File: src/rtl/wishbone_rr_arbiter.sv
// ============================================================================
// Module   : wishbone_rr_arbiter
// Purpose  : Round-robin arbiter connecting N Wishbone managers to one
//            subordinate, with a per-transaction timeout.
// Revision : 1.0
// ============================================================================
`default_nettype none

module wishbone_rr_arbiter #(
  parameter int NUM_MANAGERS   = 4,
  parameter int TIMEOUT_CYCLES = 255
) (
  input  logic                         CLK,
  input  logic                         nRST,
  input  logic [NUM_MANAGERS*32-1:0]   A_ADR_I,
  input  logic [NUM_MANAGERS*32-1:0]   A_DAT_I,
  input  logic [NUM_MANAGERS*4-1:0]    A_SEL_I,
  input  logic [NUM_MANAGERS-1:0]      A_WE_I,
  input  logic [NUM_MANAGERS-1:0]      A_STB_I,
  input  logic [NUM_MANAGERS-1:0]      A_CYC_I,
  output logic [NUM_MANAGERS*32-1:0]   A_DAT_O,
  output logic [NUM_MANAGERS-1:0]      A_ACK_O,
  output logic [NUM_MANAGERS-1:0]      A_ERR_O,
  input  logic [31:0]                  DAT_I,
  input  logic                         ACK_I,
  output logic [31:0]                  ADR_O,
  output logic [31:0]                  DAT_O,
  output logic [3:0]                   SEL_O,
  output logic                         WE_O,
  output logic                         STB_O,
  output logic                         CYC_O,
  output logic [NUM_MANAGERS-1:0]      GNT_O
);

  localparam int c_idx_w = $clog2(NUM_MANAGERS);
  localparam int c_cnt_w = $clog2(TIMEOUT_CYCLES);
  localparam logic [c_idx_w-1:0] c_idx_max  = c_idx_w'(NUM_MANAGERS - 1);
  localparam logic [c_cnt_w-1:0] c_cnt_last = c_cnt_w'(TIMEOUT_CYCLES - 1);

  typedef enum logic [0:0] {IDLE = 1'b0, BUSY = 1'b1} state_t;

  state_t                  r_state;
  logic [c_idx_w-1:0]      r_gidx;
  logic [c_idx_w-1:0]      r_last;
  logic [c_cnt_w-1:0]      r_cnt;
  logic [NUM_MANAGERS-1:0] r_gnt;

  logic [NUM_MANAGERS-1:0] w_req;
  logic                    w_busy;
  logic                    w_tmo;
  logic                    w_found;
  logic [c_idx_w-1:0]      w_pick;

  assign w_req  = A_STB_I & A_CYC_I;
  assign w_busy = (r_state == BUSY);
  // A released grant (CYC dropped) never reports an error, and ACK always wins.
  assign w_tmo  = w_busy && !ACK_I && A_CYC_I[r_gidx] && (r_cnt == c_cnt_last);
  assign GNT_O  = r_gnt;

  // Search upward from last+1 with wrap; the first requester found wins.
  always_comb begin
    w_found = 1'b0;
    w_pick  = r_last;
    for (int k = 1; k <= NUM_MANAGERS; k++) begin
      if (!w_found && w_req[(int'(r_last) + k) % NUM_MANAGERS]) begin
        w_found = 1'b1;
        w_pick  = c_idx_w'((int'(r_last) + k) % NUM_MANAGERS);
      end
    end
  end

  always_ff @(posedge CLK or negedge nRST) begin
    if (!nRST) begin
      r_state <= IDLE;
      r_last  <= c_idx_max;
      r_gidx  <= '0;
      r_cnt   <= '0;
      r_gnt   <= '0;
    end else begin
      case (r_state)
        IDLE: begin
          if (w_found) begin
            r_state <= BUSY;
            r_gidx  <= w_pick;
            r_gnt   <= NUM_MANAGERS'(1) << w_pick;
            r_cnt   <= '0;
          end
        end
        BUSY: begin
          if (ACK_I || !A_CYC_I[r_gidx] || w_tmo) begin
            r_state <= IDLE;
            r_last  <= r_gidx;
            r_gnt   <= '0;
            r_cnt   <= '0;
          end else begin
            r_cnt <= r_cnt + c_cnt_w'(1);
          end
        end
        default: r_state <= IDLE;
      endcase
    end
  end

  // Everything is gated by BUSY so an asynchronous reset silences the bus at once.
  always_comb begin
    ADR_O   = '0;
    DAT_O   = '0;
    SEL_O   = '0;
    WE_O    = 1'b0;
    STB_O   = 1'b0;
    CYC_O   = 1'b0;
    A_DAT_O = '0;
    A_ACK_O = '0;
    A_ERR_O = '0;
    if (w_busy) begin
      ADR_O                   = A_ADR_I[r_gidx*32 +: 32];
      DAT_O                   = A_DAT_I[r_gidx*32 +: 32];
      SEL_O                   = A_SEL_I[r_gidx*4 +: 4];
      WE_O                    = A_WE_I[r_gidx];
      STB_O                   = A_STB_I[r_gidx];
      CYC_O                   = A_CYC_I[r_gidx];
      A_DAT_O[r_gidx*32 +: 32] = DAT_I;
      A_ACK_O[r_gidx]          = ACK_I;
      A_ERR_O[r_gidx]          = w_tmo;
    end
  end

endmodule

`default_nettype wire

File: config.mk
export PLATFORM = sky130hd
export DESIGN_NAME = wishbone_rr_arbiter
export DESIGN_NICKNAME = d
export VERILOG_FILES = /design/src/rtl/wishbone_rr_arbiter.sv
export SDC_FILE = /design/constraint.sdc
export NUM_CORES = 1
export LEC_CHECK = 0
export BUFFER_PORTS_ARGS = -buffer_cell sky130_fd_sc_hd__buf_4
export CORE_AREA = 2 2 204 206
export CTS_BUF_LIST = sky130_fd_sc_hd__clkbuf_16
export DETAILED_ROUTE_END_ITERATION = 16
export DIE_AREA = 0 0 206 208
export GPL_TIMING_DRIVEN = 0
export SYNTH_ARGS = -nofsm -noshare
export SYNTH_HDL_FRONTEND = slang
export SYNTH_SLANG_ARGS = --single-unit
File: constraint.sdc
create_clock -name CLK -period 3.4 [get_ports CLK]
set_input_delay 0.68 -clock CLK [delete_from_list [all_inputs] [get_ports CLK]]
set_output_delay 0.68 -clock CLK [all_outputs]
set_load 0.1 [all_outputs]
==> metrics.log <==
[metrics] status: finished clean
[metrics] sum of routed wire segments on met1: 12.4 mm
[metrics] detailed-routed wire length on met3: 1.98 mm
[metrics] wire length on met2: 16.1 mm
[metrics] Distinct cells, synth: 38
[metrics] iteration-0 DRC count of the detailed router: 294
[metrics] first-pass GRT wire length: 41.7 mm
[metrics] Synth async-reset ratio: 100%
[metrics] Clock Tree Root: clkbuf_16
[metrics] number of buffers created by CTS: 3
[metrics] commonest cells after routing, fill and taps aside: buf_4 (437), and2_1 (202), buf_6 (101)
[metrics] count of clock tree sinks: 17
[metrics] detailed-route DRC error count: 0
[metrics] mean instance size in the synthesized netlist: 9.50 um^2
[metrics] clock insertion delay at the later pin of the skew report: 0.25 ns
[metrics] type of the setup path with the least slack: reg2out
[metrics] critical-path maximum fanout: 10
[metrics] worst min-delay path class: in2async
[metrics] Layout fillers: 4405
[metrics] initial core utilization: 10.1%
[metrics] total congestion overflow after global routing: 0
[metrics] count of mapped cells out of synthesis: 430
[metrics] depth of the worst register-to-register path: 5
[metrics] total of endpoints with negative setup slack in the final report: 0
[metrics] detailed-route wire length: 30.6 mm
[metrics] slew of the pin with the lowest slew margin: 0.892 ns
[metrics] H-Tree Depth: 1
[metrics] setup slack, reg-to-reg: 1.51 ns
[metrics] final routed wire length divided by cell count: 20.4 um
[metrics] remaining max-slew budget at the tightest pin: 40.5%
[metrics] number of flops mapped to enable cells by yosys: 0
[metrics] #FFs+latches synth: 17
[metrics] number of iterations in the first detailed-routing pass: 5
[metrics] overall fraction of global-route tracks in use: 13.2%
[metrics] via count normalized by instance count: 3.89
[metrics] # port buffers: 529
[metrics] final hold slack: 0.283 ns
[metrics] chain of cells forming the critical path: buf_6 > buf_8 > inv_1 > ha_1 > nor2b_2 > and4_4 > clkbuf_4 > and2_1 > buf_4
[metrics] Worst path max stage delay: 0.41 ns
[metrics] data arrival time at the worst-slack endpoint: 2.60 ns
[metrics] layout-stage area growth over the synthesis result: 128%
[metrics] min Tclk post-route: 3.28 ns
[metrics] vias in the first global route: 5903
[metrics] data required time at the worst endpoint: 2.72 ns
[metrics] summed instance area of the synthesized netlist: 4090 um^2
[metrics] max-cap violations: 0
[metrics] number of cell rows: 74
[metrics] commonest register cell after synthesis: dfrtp_1
[metrics] maximum vdd ir drop: 0.724 mV
[metrics] fraction of final layout cells sized beyond drive strength 1: 66.7%
[metrics] sort of element at the start of the critical path: flip-flop
[metrics] Slowest-stage cell, CP: dfrtp_1
[metrics] leakage power figure: 4.43 nW
[metrics] DP HPWL: 26.8 mm
[metrics] Boundary Pins: 530
[metrics] power density over the cells: 933 nW/um^2
[metrics] Fmax achieved: 305 MHz
[metrics] worst-case clock buffer depth: 2
[metrics] largest net degree at the start of global routing: 18
[metrics] uppermost metal layer occupied by signal nets: met4
[metrics] Mapped Nets: 756
[metrics] CTS Hold Bufs: 0
[metrics] post-layout util: 23.0%
[metrics] leading cell type in the layout, fill and taps excluded: buf_4
[metrics] Warnings, synthesis: 0
[metrics] total count of hold-check failures in the final report: 0
[metrics] Via Count: 5831
[metrics] Die Y-Extent: 208 um
[metrics] Final Wtd Congestion: 1.00
[metrics] Final Net Count: 1292
[metrics] number of antenna violations at the first check in global routing: 3
[metrics] overall die area: 42800 um^2
[metrics] register area share after synthesis: 10.5%
[metrics] Final Max Slew Viols: 0
[metrics] Final ANT Viol Nets: 0
[metrics] clock tree from TritonCTS: built
[metrics] die width: 206 um
[metrics] crit end category: output port
[metrics] Final period util: 96.4%
[metrics] Clock Skews: 0.00280 ns
[metrics] clock slew at reported path FFs: 0.05 ns
[metrics] core area: 40600 um^2
## path summary, 6_finish.rpt
path	endpoint	start
worst max-delay path	A_DAT_O[39]	r_gidx[0]$_DFFE_PN0P_
worst min-delay path	GNT_O[1]$_DFFE_PN0P_	nRST
worst max register to register	r_last[0]$_DFFE_PN1P_	r_gidx[0]$_DFFE_PN0P_
worst min register to register	r_cnt[3]$_DFFE_PN0P_	r_cnt[3]$_DFFE_PN0P_
max in group asynchronous	r_last[0]$_DFFE_PN1P_	nRST
min in group CLK	r_cnt[3]$_DFFE_PN0P_	r_cnt[3]$_DFFE_PN0P_
## stage by stage
stage,TNS (ns),area [um^2],instances,total power (W),setup WS (ns)
2_1_floorplan,0,4090,430,0.00638,0.0371
3_3_place_gp,-101.14,8720,1491,0.00834,-1.12
3_5_place_dp,-111.57,8720,1491,0.00836,-1.19
4_1_cts,0,9210,1497,0.00874,0.00339
5_1_grt,-0.0235,9320,1497,0.00902,-0.0191
6_report,0,9320,1498,0.00870,0.121
## registers in the layout (all words and copies together) (netlist names)
name and flops:
GNT_O 4, r_last 2, r_gidx 2, r_state 1, r_cnt 8
## what timing repair did
| action | in CTS | in global routing |
|---|---|---|
| setup endpoints to repair | 141 | 123 |
| gates resized for setup | 119 | 44 |
| hold endpoints to repair | 0 | 0 |
| buffers inserted | 2 | 1 |
| pin swaps | 2 | 2 |
## cells by family after synthesis
group                      count (synthesis)  synth area share, %
and+or+nand+nor                          255                 37.5
AOI/OAI and AO/OA                         32                 5.21
muxes                                     75                 39.9
adders and majority gates                  7                 2.14
DFF                                       17                 10.5
xor gates and xnor gates                   1                0.214
buffers and inverters                     43                 4.56
## synth_stat cells, drive strengths merged, types with 2 or more instances
cell     count  share of area, %
nor2b        2              0.31
mux2         3              0.83
a21oi        7              0.86
nor2         9              0.83
clkbuf      26               2.4
nand4        2              0.31
dfstp        2               1.3
o21ai       11               1.3
dfrtp       15               9.2
mux4        70                39
buf         13               1.8
and4         2              0.43
o32ai        4              0.86
and3         7               1.1
a2bb2oi      2              0.58
a21o         2              0.37
and2       202                31
nand2b       2              0.31
nand2       17               1.6
nand3        5              0.61
ha           7               2.1
mux2i        2              0.49
inv          4              0.37
nor3         2              0.24
or3          2              0.31
## layer usage
metal	GRT usage [%]	vias up
met5	0	-
met4	0.862	0
met3	0.909	13
met2	25.0	326
met1	16.9	2876
li1	-	2616
## layout make-up
| class | count | area (um^2) | area share (%) |
|---|---|---|---|
| Tap cell | 532 | 666 | 7.14 |
| Multi-Input combinational cell | 370 | 3490 | 37.4 |
| Antenna cell | 1 | 2.50 | 0.0268 |
| Clock buffer | 3 | 75.1 | 0.805 |
| Timing Repair Buffer | 532 | 4400 | 47.2 |
| Sequential cell | 17 | 429 | 4.60 |
| Buffer | 38 | 239 | 2.56 |
| Clock inverter | 1 | 5.00 | 0.0537 |
| Inverter | 4 | 15.0 | 0.161 |
## report_power, final
group | leakage, nW | internal (W) | switching (W)
clock | 0.0409 | 0.000158 | 0.0000804
combinational | 4.17 | 0.00222 | 0.00591
sequential | 0.221 | 0.000268 | 0.0000550
## critical path: cells and delay by family (launching register included)
kind / cells / cell delay (ns)
buf+inv: 5 / 0.99
flops: 1 / 0.41
fa+ha+maj: 1 / 0.28
simple gates: 3 / 0.65
Note: power is estimated with default switching activity, not from simulation.
